`src/rtl/idu_pkg.sv`:
```
// idu_pkg: opcodes, instruction field positions, FSM states and helpers for idu_decode
package idu_pkg;
    localparam logic [5:0] OP_NOP   = 6'd0;
    localparam logic [5:0] OP_ALUR  = 6'd1;
    localparam logic [5:0] OP_ALUI  = 6'd2;
    localparam logic [5:0] OP_LOAD  = 6'd3;
    localparam logic [5:0] OP_STORE = 6'd4;
    localparam logic [5:0] OP_BEQ   = 6'd5;
    localparam logic [5:0] OP_BNE   = 6'd6;
    localparam logic [5:0] OP_JMP   = 6'd7;
    localparam logic [5:0] OP_HALT  = 6'd63;

    localparam int OP_HI = 31;
    localparam int OP_LO = 26;
    localparam int RD_HI = 25;
    localparam int RD_LO = 21;
    localparam int RA_HI = 20;
    localparam int RA_LO = 16;
    localparam int RB_HI = 15;
    localparam int RB_LO = 11;

    typedef enum logic [1:0] {ST_RUN, ST_FLUSH, ST_HALTED} state_e;

    function automatic logic [63:0] sext16(input logic [15:0] v);
        return {{48{v[15]}}, v};
    endfunction

    function automatic logic is_legal(input logic [5:0] op);
        return op <= OP_JMP || op == OP_HALT;
    endfunction
endpackage

```
`src/rtl/idu_branch_unit.sv`:
```
// idu_branch_unit: combinational branch compare, target computation, taken/halt flags
//   op_i     : opcode          idx_i    : instr[25:0] (imm16 in low half, jump index)
//   pc_i     : fetch PC (instr address + 1)
//   a_i, b_i : register operands for BEQ/BNE
//   taken_o  : BEQ/BNE/JMP redirect   halt_o : HALT   target_o : redirect address
module idu_branch_unit
    import idu_pkg::*;
#(
    parameter int XLEN = 32
) (
    input  logic [5:0]      op_i,
    input  logic [25:0]     idx_i,
    input  logic [XLEN-1:0] pc_i,
    input  logic [XLEN-1:0] a_i,
    input  logic [XLEN-1:0] b_i,
    output logic            taken_o,
    output logic            halt_o,
    output logic [XLEN-1:0] target_o
);
    logic eq;
    assign eq = a_i == b_i;
    always_comb begin
        taken_o  = (op_i == OP_BEQ && eq) || (op_i == OP_BNE && !eq) || op_i == OP_JMP;
        halt_o   = op_i == OP_HALT;
        // pc_i already points one past the instruction, so relative targets add directly
        target_o = halt_o ? pc_i - XLEN'(1) :
                   op_i == OP_JMP ? XLEN'(idx_i) : pc_i + XLEN'(sext16(idx_i[15:0]));
    end
endmodule

```
`src/rtl/idu_decode.sv`:
```
// idu_decode: decode/branch-resolve stage; redirects fetch and squashes wrong-path slots
//   clk, reset (async, active-low)
//   in_pc/in_instr             : fetched pair, instr lives at in_pc-1
//   rf_addr_a/b, rf_data_a/b   : same-cycle register file read
//   new_pc/set_pc              : combinational fetch redirect
//   out_*                      : registered decoded slot for execute
//   stat_taken/stat_squashed   : saturating counters, only with IDU_BRANCH_STATS_EN
module idu_decode
    import idu_pkg::*;
#(
    parameter int FLUSH_CYCLES = 1,
    parameter int XLEN         = 32
) (
    input  logic            clk,
    input  logic            reset,
    input  logic [XLEN-1:0] in_pc,
    input  logic [31:0]     in_instr,
    output logic [4:0]      rf_addr_a,
    output logic [4:0]      rf_addr_b,
    input  logic [XLEN-1:0] rf_data_a,
    input  logic [XLEN-1:0] rf_data_b,
    output logic [XLEN-1:0] new_pc,
    output logic            set_pc,
    output logic            out_valid,
    output logic [XLEN-1:0] out_pc,
    output logic [5:0]      out_op,
    output logic [4:0]      out_rd,
    output logic [10:0]     out_funct,
    output logic [XLEN-1:0] out_a,
    output logic [XLEN-1:0] out_b,
    output logic [XLEN-1:0] out_imm,
    output logic            out_illegal
`ifdef IDU_BRANCH_STATS_EN
    ,
    output logic [15:0]     stat_taken,
    output logic [15:0]     stat_squashed
`endif
);
    localparam int CW = $clog2(FLUSH_CYCLES + 2);

    state_e          state_q, state_d;
    logic [CW-1:0]   cnt_q, cnt_d;
    logic [XLEN-1:0] halt_pc_q, halt_pc_d;
    logic [5:0]      op;
    logic            live, legal, taken, halt;
    logic [XLEN-1:0] target;

    assign op        = in_instr[OP_HI:OP_LO];
    assign live      = state_q == ST_RUN;
    assign legal     = is_legal(op);
    assign rf_addr_a = in_instr[RA_HI:RA_LO];
    assign rf_addr_b = op == OP_ALUR ? in_instr[RB_HI:RB_LO] : in_instr[RD_HI:RD_LO];

    idu_branch_unit #(.XLEN(XLEN)) u_bru (
        .op_i    (op),
        .idx_i   (in_instr[25:0]),
        .pc_i    (in_pc),
        .a_i     (rf_data_a),
        .b_i     (rf_data_b),
        .taken_o (taken),
        .halt_o  (halt),
        .target_o(target)
    );

    // Redirect is forced low while reset is held, even though the state already reads RUN
    assign set_pc = reset && (state_q == ST_HALTED || (live && (taken || halt)));
    assign new_pc = state_q == ST_HALTED ? halt_pc_q : target;

    always_comb begin
        state_d   = state_q;
        cnt_d     = cnt_q;
        halt_pc_d = halt_pc_q;
        if (state_q == ST_RUN) begin
            if (halt) begin
                state_d   = ST_HALTED;
                halt_pc_d = target;
            end else if (taken) begin
                cnt_d   = CW'(FLUSH_CYCLES);
                state_d = FLUSH_CYCLES == 0 ? ST_RUN : ST_FLUSH;
            end
        end else if (state_q == ST_FLUSH) begin
            cnt_d   = cnt_q - CW'(1);
            state_d = cnt_q == CW'(1) ? ST_RUN : ST_FLUSH;
        end
    end

    always_ff @(posedge clk or negedge reset) begin
        if (!reset) begin
            state_q     <= ST_RUN;
            cnt_q       <= '0;
            halt_pc_q   <= '0;
            out_valid   <= 1'b0;
            out_pc      <= '0;
            out_op      <= OP_NOP;
            out_rd      <= '0;
            out_funct   <= '0;
            out_a       <= '0;
            out_b       <= '0;
            out_imm     <= '0;
            out_illegal <= 1'b0;
        end else begin
            state_q     <= state_d;
            cnt_q       <= cnt_d;
            halt_pc_q   <= halt_pc_d;
            out_valid   <= live && legal;
            out_illegal <= live && !legal;
            out_op      <= live && legal ? op : OP_NOP;
            out_pc      <= in_pc - XLEN'(1);
            out_rd      <= in_instr[RD_HI:RD_LO];
            out_funct   <= in_instr[10:0];
            out_a       <= rf_data_a;
            out_b       <= rf_data_b;
            out_imm     <= XLEN'(sext16(in_instr[15:0]));
        end
    end

`ifdef IDU_BRANCH_STATS_EN
    always_ff @(posedge clk or negedge reset) begin
        if (!reset) begin
            stat_taken    <= '0;
            stat_squashed <= '0;
        end else begin
            if (live && taken && !halt && stat_taken != 16'hFFFF)
                stat_taken <= stat_taken + 16'd1;
            if (state_q == ST_FLUSH && stat_squashed != 16'hFFFF)
                stat_squashed <= stat_squashed + 16'd1;
        end
    end
`endif
endmodule

```
`config.mk`:
```
export PLATFORM = sky130hd
export DESIGN_NAME = idu_decode
export DESIGN_NICKNAME = d
export VERILOG_FILES = /design/src/rtl/idu_pkg.sv /design/src/rtl/idu_branch_unit.sv /design/src/rtl/idu_decode.sv
export SDC_FILE = /design/constraint.sdc
export NUM_CORES = 1
export LEC_CHECK = 0
export CAP_MARGIN = 20
export CORE_MARGIN = 1.5
export CORE_UTILIZATION = 48
export DETAILED_ROUTE_END_ITERATION = 10
export GPL_TIMING_DRIVEN = 0
export HOLD_SLACK_MARGIN = 0.06
export PLACE_DENSITY_LB_ADDON = 0.15
export SLEW_MARGIN = 20
export SYNTH_ARGS = -nofsm -noshare
export SYNTH_HDL_FRONTEND = slang
export SYNTH_SLANG_ARGS = --single-unit
```
`constraint.sdc`:
```
create_clock -name clk -period 5.8 [get_ports clk]
set_input_delay 0.58 -clock clk [delete_from_list [all_inputs] [get_ports clk]]
set_output_delay 0.58 -clock clk [all_outputs]
set_load 0.05 [all_outputs]
```
==> run_results.csv <==
group,metric,value,unit
run_status,status,"finished, final reports clean",
placement,portBuffers,324,
power_and_ir_drop,power.leakage,0.00549,uW
power_and_ir_drop,ir_drop,0.000220,V
route,vias_per_cell,5.54,
yosys,seq_area_frac_synth,0.477,
layout,syn_to_final_growth,49.4,%
floorplanning,initial_core_util,0.490,
floorplanning,chipWidth,136,um
yosys,synth_nets,1034,
worst_setup_path,crit_path_end_kind,"primary output",
sta,maxSlewHeadroom,0.333,
yosys,ys_warn_count,0,
floorplanning,core,17200,um2
clock_tree,holdBufCountCts,0,
route,routed_wl,29200,um
worst_setup_path,cp.arrival,5.05,ns
floorplanning,rows,48,
placement,post-dp-hpwl,22600,um
layout,design_area,12600,um2
layout,layout_common_cells,"clkdlybuf4s50_1 (323), nand2_1 (170), dfrtp_1 (161)",
worst_setup_path,cp-start-kind,"input port",
power_and_ir_drop,power.density,273,nW/um2
layout,final_nets,1378,
yosys,synth-seq-cells,161,
job,maxCapViolations,0,
worst_setup_path,path_class,"in -> out",
grt,grt_max_degree,91,
route,wl_met1,10900,um
placement,placed_area,12000,um2
sta,finalCritPeriodShare,0.971,
clock_tree,clk_latency,0.43,ns
sta,skew,0.00834,ns
sta,fin_crit,5.63,ns
grt,grt_use_total,0.317,
sta,rsz0062_at_grt,"false",
grt,grt_pass1_wl,43600,um
floorplanning,ios,325,
clock_tree,cts_buffers,17,
worst_setup_path,critPathMaxStageDelay,0.95,ns
sta,final-max-slew-violation-count,0,
grt,grt_pass1_vias,7699,
clock_tree,cts_root_buf,"clkbuf_16",
clock_tree,cts.sinks,161,
worst_hold_path,min_path_type,"in -> async",
sta,hold_violations,0,
clock_tree,post_cts_resized,0,
clock_tree,post_cts_buffers,0,
clock_tree,cts_tree,"built",
sta,whs,0.148,ns
worst_setup_path,cp_common_cell,"a21oi_1",
grt,grt-ovfl-total,0,
yosys,synth_edf_count,0,
route,wl_met3,2550,um
sta,fmax,0.178,GHz
layout,final_common_cell,"clkdlybuf4s50_1",
clock_tree,htreeDepth,4,
yosys,synthesis.area,8440,um2
worst_setup_path,cp_slowest_cell,"clkdlybuf4s50_1",
worst_setup_path,reg2reg_depth,7,
route,wl_met2,14700,um
sta,setup_violations,0,
route,highest_layer,"met4",
grt,antenna_found_initial,4,
route,drtAntennaViolNets,0,
worst_setup_path,worstPathRequired,5.22,ns
route,drt_iter0_drc,661,
route,drc,0,
power_and_ir_drop,total_power,3440,uW
layout,layout-drive-gt1-share,0.0742,
yosys,async_reset_ff_frac,1.00,
yosys,syn_avg_cell_area,9.70,um2
yosys,yosys_most_used_dff,"dfrtp_1",
placement,gp_congestion,0.910,
clock_tree,path_clk_slew,0.06,ns
worst_setup_path,critPathMaxFanout,20,
sta,tightest_slew,0.997,ns
route,drt_first_pass_iters,7,
floorplanning,dieArea,18400,um2
worst_setup_path,cp_cell_sequence,"clkdlybuf4s50_1 -> ha_1 -> clkbuf_1 -> nand2_1 -> o21ai_0 -> nor3_1 -> a21oi_1 -> xnor2_1 -> a21oi_1 -> a21oi_1 -> o21ai_0 -> clkdlybuf4s50_1",
floorplanning,die_h,136,um
route,wl_per_cell,20.0,um
clock_tree,cts_buffer_depth,2,
yosys,yosysUniqueCellTypes,65,
yosys,synth_cells,870,
route,via_count,8066,
-- state kept, by name, summed over array words and instances, names as in the netlist --
| signal | count |
|---|---|
| halt_pc_q | 32 |
| out_a | 32 |
| out_b | 32 |
| out_pc | 32 |
| out_imm | 16 |
| out_op | 6 |
| out_rd | 5 |
| cnt_q | 2 |
| state_q | 2 |
| out_illegal | 1 |
| out_valid | 1 |
-- worst paths after layout --
path	startpoint	to	slack [ns]
setup / recovery	in_instr[15]	new_pc[21]	0.17
hold / removal	reset	out_a[8]	0.15
setup reg to reg	state_q[0]	halt_pc_q[10]	3.56
hold reg to reg	halt_pc_q[21]	halt_pc_q[21]	0.48
max in group asynchronous	reset	out_pc[7]	4.86
min in group clk	halt_pc_q[21]	halt_pc_q[21]	0.48
-- worst max-delay path: cells and delay by family --
family	cells	cell delay, ns
AOI/OAI and AO/OA	5	1.37
xor gates and xnor gates	1	0.14
adders and majority gates	1	0.56
buffers and inverters	3	2.11
and+or+nand+nor	2	0.27
-- synth_stat cells (10+ instances only) --
cell type	instances	area (um2)
and3_1	10	62.6
nor2_1	35	131
nor4_1	10	62.6
nand2_1	170	638
xor2_1	24	210
o21ai_0	56	280
dfrtp_1	161	4030
nor3_1	14	70.1
inv_1	17	63.8
xnor2_1	61	534
nand3_1	13	65.1
o211ai_1	17	128
ha_1	33	413
buf_4	33	248
nand4_1	12	75.1
a21oi_1	44	220
clkbuf_1	31	116
-- routing by layer --
layer,vias up,track usage
li1,3704,-
met1,3842,0.383
met2,459,0.546
met3,61,0.0666
met4,0,0.134
met5,-,0
-- cell families after synthesis --
kind of cell	synth area share
compound gates	0.139
mux	0.0153
fa+ha+maj	0.0513
xor+xnor	0.0947
simple gates	0.170
buf+inv	0.0529
flops	0.477
-- final cells by class --
cell class              count  area [um2]
repair buffers            325        3280
clock buffers              17         425
well taps                 225         282
flip-flops and latches    161        4030
multi-input cells         624        3970
clock inverters            15         173
plain buffers              68         383
fillers                  1334        4630
diodes                      5        12.5
inverters                  17        63.8
-- power by group --
part / internal (uW) / switching (uW) / total, uW
combinational: 411 / 710 / 1120
sequential: 1170 / 15.4 / 1180
clock: 649 / 491 / 1140
-- stage by stage --
step / util / std cells / setup TNS [ns] / worst slack [ns]
2_1_floorplan: - / 870 / 0 / 1.67
3_3_place_gp: 0.694 / 1419 / -376.02 / -2.45
3_5_place_dp: 0.696 / 1420 / 0 / 0.361
4_1_cts: 0.731 / 1452 / 0 / 0.350
5_1_grt: 0.731 / 1457 / 0 / 0.0402
6_report: 0.731 / 1457 / 0 / 0.168
Power figures use the tool's default switching activity.
